### src/rtl/image_loader.sv
// Framed byte-stream loader: strips the header, writes NUM_PIXELS quantized pixels
// into the network's input memory, then starts the network and waits for it to finish.
module image_loader #(
    parameter int          NUM_PIXELS = 784,
    parameter int          PIXEL_W    = 8,
    parameter logic [7:0]  HEADER     = 8'hA5,
    parameter int          TIMEOUT    = 100000
) (
    input  logic                          Clk,
    input  logic                          Reset,
    input  logic [7:0]                    Rx_Data,
    input  logic                          Rx_Valid,
    output logic                          Rx_Ready,
    output logic [$clog2(NUM_PIXELS)-1:0] Pixel_Addr,
    output logic [PIXEL_W-1:0]            Pixel_Data,
    output logic                          Pixel_We,
    output logic                          Compute,
    input  logic                          NN_Done,
    output logic                          Busy,
    output logic                          Frame_Err
);

    localparam int ADDR_W = $clog2(NUM_PIXELS);
    localparam int TMO_W  = $clog2(TIMEOUT);

    typedef enum logic [1:0] {
        S_IDLE,
        S_LOAD,
        S_START,
        S_WAIT
    } state_t;

    state_t            state;
    state_t            next_state;
    logic [ADDR_W-1:0] pix_cnt;
    logic [TMO_W-1:0]  tmo_cnt;
    logic              accept;
    logic              last_pixel;
    logic              tmo_hit;

    assign accept     = Rx_Valid && Rx_Ready;
    assign last_pixel = (pix_cnt == ADDR_W'(NUM_PIXELS - 1));
    assign tmo_hit    = (tmo_cnt == TMO_W'(TIMEOUT - 1));

    always_ff @(posedge Clk) begin
        if (Reset) begin
            state <= S_IDLE;
        end else begin
            state <= next_state;
        end
    end

    // An accept in LOAD always beats a simultaneous timeout.
    always_comb begin
        next_state = state;
        case (state)
            S_IDLE: begin
                if (accept && (Rx_Data == HEADER)) begin
                    next_state = S_LOAD;
                end
            end
            S_LOAD: begin
                if (accept) begin
                    if (last_pixel) begin
                        next_state = S_START;
                    end
                end else if (tmo_hit) begin
                    next_state = S_IDLE;
                end
            end
            S_START: next_state = S_WAIT;
            S_WAIT: begin
                if (NN_Done) begin
                    next_state = S_IDLE;
                end
            end
            default: next_state = S_IDLE;
        endcase
    end

    always_comb begin
        Rx_Ready = (state == S_IDLE) || (state == S_LOAD);
        Busy     = (state != S_IDLE);
    end

    // Compute is delayed one cycle from START so the final pixel write lands first.
    always_ff @(posedge Clk) begin
        if (Reset) begin
            pix_cnt    <= '0;
            tmo_cnt    <= '0;
            Pixel_We   <= 1'b0;
            Pixel_Addr <= '0;
            Pixel_Data <= '0;
            Compute    <= 1'b0;
            Frame_Err  <= 1'b0;
        end else begin
            Pixel_We  <= 1'b0;
            Frame_Err <= 1'b0;
            Compute   <= (state == S_START);
            case (state)
                S_IDLE: begin
                    if (accept && (Rx_Data == HEADER)) begin
                        pix_cnt <= '0;
                        tmo_cnt <= '0;
                    end
                end
                S_LOAD: begin
                    if (accept) begin
                        Pixel_We   <= 1'b1;
                        Pixel_Addr <= pix_cnt;
                        Pixel_Data <= Rx_Data[7 -: PIXEL_W];
                        tmo_cnt    <= '0;
                        if (!last_pixel) begin
                            pix_cnt <= pix_cnt + 1'b1;
                        end
                    end else if (tmo_hit) begin
                        Frame_Err <= 1'b1;
                        tmo_cnt   <= '0;
                    end else begin
                        tmo_cnt <= tmo_cnt + 1'b1;
                    end
                end
                default: ;
            endcase
        end
    end

endmodule

### config.mk
export PLATFORM = sky130hd
export DESIGN_NAME = image_loader
export DESIGN_NICKNAME = d
export VERILOG_FILES = /design/src/rtl/image_loader.sv
export SDC_FILE = /design/constraint.sdc
export NUM_CORES = 1
export LEC_CHECK = 0
export ABC_CLOCK_PERIOD_IN_PS = 1970
export CORE_MARGIN = 5
export CORE_UTILIZATION = 50
export CTS_CLUSTER_DIAMETER = 80
export DETAILED_ROUTE_END_ITERATION = 10
export PLACE_DENSITY = 0.82
export SLEW_MARGIN = 20
export SYNTH_ARGS = -nofsm -noshare
export SYNTH_HDL_FRONTEND = slang
export SYNTH_SLANG_ARGS = --single-unit
### constraint.sdc
create_clock -name Clk -period 1.97 [get_ports Clk]
set_input_delay 0.394 -clock Clk [delete_from_list [all_inputs] [get_ports Clk]]
set_output_delay 0.394 -clock Clk [all_outputs]
set_load 0.005 [all_outputs]
After elaboration in Yosys (flattened, before gate mapping)
Cells that the tools add are included.
Cells by class
  reductions and logical operators: 12
  bitwise operators: 1
  eq/ne operators: 12
  mux-type cells: 16
  $add $sub $neg: 2
Operator list (number)
  $mux 17: 3
  $pmux 17 s2: 1
  $mux 10: 3
  $pmux 10 s2: 1
  $add 17x1->17 const B: 1
  $eq 17x17->1 const B: 1
  $add 10x1->10 const B: 1
  $eq 10x10->1 const B: 1
  $mux 2: 5
  $eq 8x8->1 const B: 1
  $pmux 2 s4: 1
  $reduce_and 4->1: 2
  $ne 2x2->1 const B: 3
  $ne 3x3->1 const B: 2
  $eq 2x2->1 const B: 2
  $reduce_and 2->1: 2
  $reduce_bool 2->1: 2
  $reduce_or 3->1: 1
  $eq 2x1->1 const B: 1
  $logic_and 1x1->1: 2
  $logic_not 2->1: 1
  $mux 1: 2
  $ne 2x1->1 const B: 1
  $reduce_or 2->1: 1
  other kinds (2): 2
Storage, ports and cells
  output and inout port bits: 23
  bits in registers: 50

Logic depth before layout (Yosys ltp)
  word-level depth: 6
  mapped depth: 7

Worst setup path after synthesis
Ideal clock, no wire load.
  path type: register -> register
  start point: register tmo_cnt[0]
  end point: register tmo_cnt[10]
  cell stages (with the launch flop): 7
  library setup time: 0.132 ns
  clock period less this slack: 1.751 ns
  slack: 0.219 ns
  arrival: 1.619 ns
  required time: 1.838 ns
  buffers on the path: 1
  path through: dfxtp_1 -> ha_1 -> and4_1 -> nand4_1 -> a21oi_1 -> clkbuf_1 -> a21oi_1
Between the ends
  word-level cells in the longest chain between the ends: 4
  elaborated cells between the ends (all ways): 5
  those cells by class: add/sub (1); eq/ne (1); mux (3)
Ends and longest elaborated chain
  from (decl): RTL line 36  | logic [TMO_W-1:0] tmo_cnt;
  from (signal assigned): RTL line 120  | tmo_cnt <= tmo_cnt + 1'b1;
  $add 17x1->17 / $eq 17x17->1 (equally long branches): RTL line 120, 43
  $mux 17 (*): RTL line 116  | end else if (tmo_hit) begin
  $mux 17 (*): RTL line 108  | if (accept) begin
  $pmux 17 s2 (*): RTL line 100  | case (state)
Mark *: on every way between the ends. The rest lies on a longest branch, timed or not.
A chain may end at the register's enable or synchronous reset.

Worst setup path in the final report
  start point: input Rx_Data[3]
  end point: register pix_cnt[4]
Between the ends
  word-level cells in the longest chain between the ends: 4
Ends and longest elaborated chain
  from (decl): RTL line 11  | input logic [7:0] Rx_Data,
  $eq 8x8->1: RTL line 102  | if (accept && (Rx_Data == HEADER)) begin
  $logic_and 1x1->1: RTL line 102
  $ne 2x1->1 (no line)
  $reduce_and 4->1 (no line)
  to (signal assigned): RTL line 114  | pix_cnt <= pix_cnt + 1'b1;
  to (decl): RTL line 35  | logic [ADDR_W-1:0] pix_cnt;
Every way passes these cells.

==> qor.csv <==
stage;metric;value;unit
status;status;completed;
setup_path;path_max_fanout;19;
setup_path;r2r-start;pix_cnt[6];
grt;grt_pass1_vias;2145;
setup_path;arrival;2.19;ns
route;avgViaCountPerCell;6.12;
grt;grt_first_pass_wirelength;9880;µm
setup_path;required;2.21;ns
sta;slew_headroom;0.587;
clock_network;root_buffer;clkbuf_8;
sta;setup_viol;0;
yosys;synth_area;0.00235;mm²
sta;grt_setup_unrepaired;true;
finish;nFillCells;380;
floorplan;die_area;0.00617;mm²
worst_hold_path;hp-start;Pixel_Data[3];
finish;area_delta_synth_final;30.4;%
clock_network;clk_latency;0.31;ns
sta;tightestPinTransition;0.618;ns
worst_hold_path;holdPathEnd;Pixel_Data[3];
clock_network;cts_tree;built;
placement;hpwl;4140;µm
clock_network;cts-resized-gates;0;
yosys;synth-seq-cells;50;
floorplan;initial_core_util;0.508;
power;p_leak;0.000976;µW
sta;min_period;1.95;ns
clock_network;h-tree-depth;2;
setup_path;r2r_slack;0.13;ns
grt;grt_start_max_net_pins;27;
clock_network;clockBufferDepth;2;
floorplan;coreArea;0.00463;mm²
clock_network;clk_pin_slew;0.09;ns
route;routedWlPerCell;15.9;µm
placement;globalplace.congestion;0.840;
finish;drive_above_1_share;0.142;
route;dr.pass1.iters;4;
sta;hold_viol;0;
sta;worst_clock_skew;0.0121;ns
setup_path;r2r_cells;4;
floorplan;die_h;78.6;µm
clock_network;clock-sinks;50;
yosys;synth_cell_types;50;
sta;worst_slack;0.0176;ns
setup_path;endpoint_kind;register;
yosys;synth_flop_cell;dfxtp_1;
grt;antenna_found_initial;0;
finish;nets;345;
placement;portBuffers;34;
power;p_per_area;644;mW/mm²
yosys;syn_nets;292;
sta;fin_crit_sh;0.991;
clock_network;cts_hold_buf;0;
grt;overflow;0;
route;num_vias;2363;
setup_path;start_kind;input port;
flow_run;cap_violations;0;
yosys;synthCells;278;
worst_hold_path;hold_class;reg2reg;
finish;fin_cells;386;
floorplan;dieWidth;78.6;µm
grt;grt_use_total;0.199;
clock_network;postCtsSetupBuffers;0;
clock_network;cts_buffers;5;
placement;dp_cells;377;
yosys;seq_area_frac_synth;0.426;
sta;timing.fmax;0.512;GHz
yosys;synth-edff-count;0;
sta;slew_viol_final;0;
route;ant_nets;0;
route;drc_errors;0;
power;power;1970;µW
power;max-vdd-ir-drop;0.425;mV
placement;dp_worst_setup_slack;-0.292;ns
yosys;synth.avg_cell_area;8.46;µm²
worst_hold_path;worstHoldPathCells;2;
yosys;async_flop_share;0;
setup_path;critPathKind;in2reg;
finish;antenna-diode-count;0;
yosys;synth.yosys.warnings;0;
route;initialDrtViolationCount;155;
route;drt_wl_total;6140;µm
floorplan;num_rows;25;
floorplan;ioPinCount;35;
-- worst max path at each step --
stage,from,to,slack [ns]
5_1_grt,Rx_Data[3],tmo_cnt[6],-0.03
6_report,Rx_Data[3],pix_cnt[4],0.02
3_5_place_dp,Rx_Data[4],tmo_cnt[11],-0.29
4_1_cts,Rx_Data[3],tmo_cnt[16],0.02
3_3_place_gp,Rx_Data[4],tmo_cnt[15],-0.25
2_1_floorplan,tmo_cnt[0],tmo_cnt[10],0.22
-- worst max-delay path, stage by stage --
cell and delay, ns:
clkdlybuf4s50_1 0.43, and4bb_4 0.41, a31oi_2 0.12, buf_12 0.17, or4_1 0.50, a21oi_1 0.15
-- synthesized netlist by cell type (2+ instances only) --
| master | n | share of area |
|---|---|---|
| nand2_1 | 55 | 0.088 |
| dfxtp_1 | 50 | 0.43 |
| a21oi_1 | 42 | 0.089 |
| o31ai_1 | 16 | 0.051 |
| or4_1 | 16 | 0.051 |
| clkbuf_1 | 9 | 0.014 |
| nand3_1 | 8 | 0.017 |
| nand4_1 | 8 | 0.021 |
| or3_1 | 7 | 0.019 |
| inv_1 | 6 | 0.0096 |
| o21ai_0 | 6 | 0.013 |
| a311oi_1 | 3 | 0.011 |
| and4_1 | 3 | 0.011 |
| buf_2 | 3 | 0.0064 |
| a211oi_1 | 2 | 0.0064 |
| a31oi_1 | 2 | 0.0053 |
| and2b_1 | 2 | 0.0064 |
| buf_6 | 2 | 0.0096 |
| ha_1 | 2 | 0.011 |
| nand3b_1 | 2 | 0.0064 |
| nor2b_1 | 2 | 0.0053 |
| nor3_1 | 2 | 0.0043 |
| nor4_1 | 2 | 0.0053 |
| o32ai_1 | 2 | 0.0075 |
-- kinds of logic after synthesis --
family / Yosys count / synth area share
compound gates: 81 / 0.220
mux: 1 / 0.00426
buf+inv: 21 / 0.0415
flops: 50 / 0.426
simple gates: 123 / 0.298
fa+ha+maj: 2 / 0.0106
-- metal layers --
| layer | vias up | GRT usage | share of wire |
|---|---|---|---|
| met5 | - | 0 | 0 |
| met4 | 0 | 0.0787 | 0.026 |
| met3 | 16 | 0.0401 | 0.046 |
| met2 | 63 | 0.334 | 0.49 |
| met1 | 1121 | 0.248 | 0.43 |
| li1 | 1163 | - | - |
-- placed cells by master, fill, tap and decap left out, types with 7 or more instances in the layout --
cell / instances
buf_4: 25
a21oi_1: 39
nand4_1: 8
nand2_1: 55
or3_1: 7
o31ai_1: 16
or4_1: 15
clkdlybuf4s50_1: 34
dfxtp_1: 50
nand3_1: 8
-- per-stage QoR --
step / hold slack (ns) / util / instance area (µm²) / TNS [ns]
floorplan: 0.447 / - / 2350 / 0
global placement: 0.438 / 0.625 / 2890 / -4.01
detailed placement: 0.443 / 0.625 / 2890 / -5.02
CTS: 0.459 / 0.655 / 3030 / 0
global route: 0.474 / 0.662 / 3070 / -0.0697
finish: 0.457 / 0.662 / 3070 / 0
-- power by group --
part | internal [µW] | switching [µW]
Sequential | 1010 | 0.133
Combinational | 39.7 | 40.4
Clock | 542 | 341
Total | 1590 | 382
-- registers in the layout, indices dropped and copies added (netlist names), named ones only --
signal and flops:
Compute 1, Frame_Err 1, Pixel_Addr 10, Pixel_Data 8, Pixel_We 1, pix_cnt 10, state 1, tmo_cnt 17
-- cell type report --
| type | count | area, µm² | area share |
|---|---|---|---|
| multi-input cells | 208 | 1280 | 0.419 |
| flip-flops and latches | 50 | 1000 | 0.327 |
| repair buffers | 60 | 548 | 0.179 |
| clock buffers | 6 | 82.6 | 0.0269 |
| well taps | 54 | 67.6 | 0.0220 |
| clock inverters | 2 | 60.1 | 0.0196 |
| inverters | 6 | 22.5 | 0.00735 |
Power figures use the tool's default switching activity.
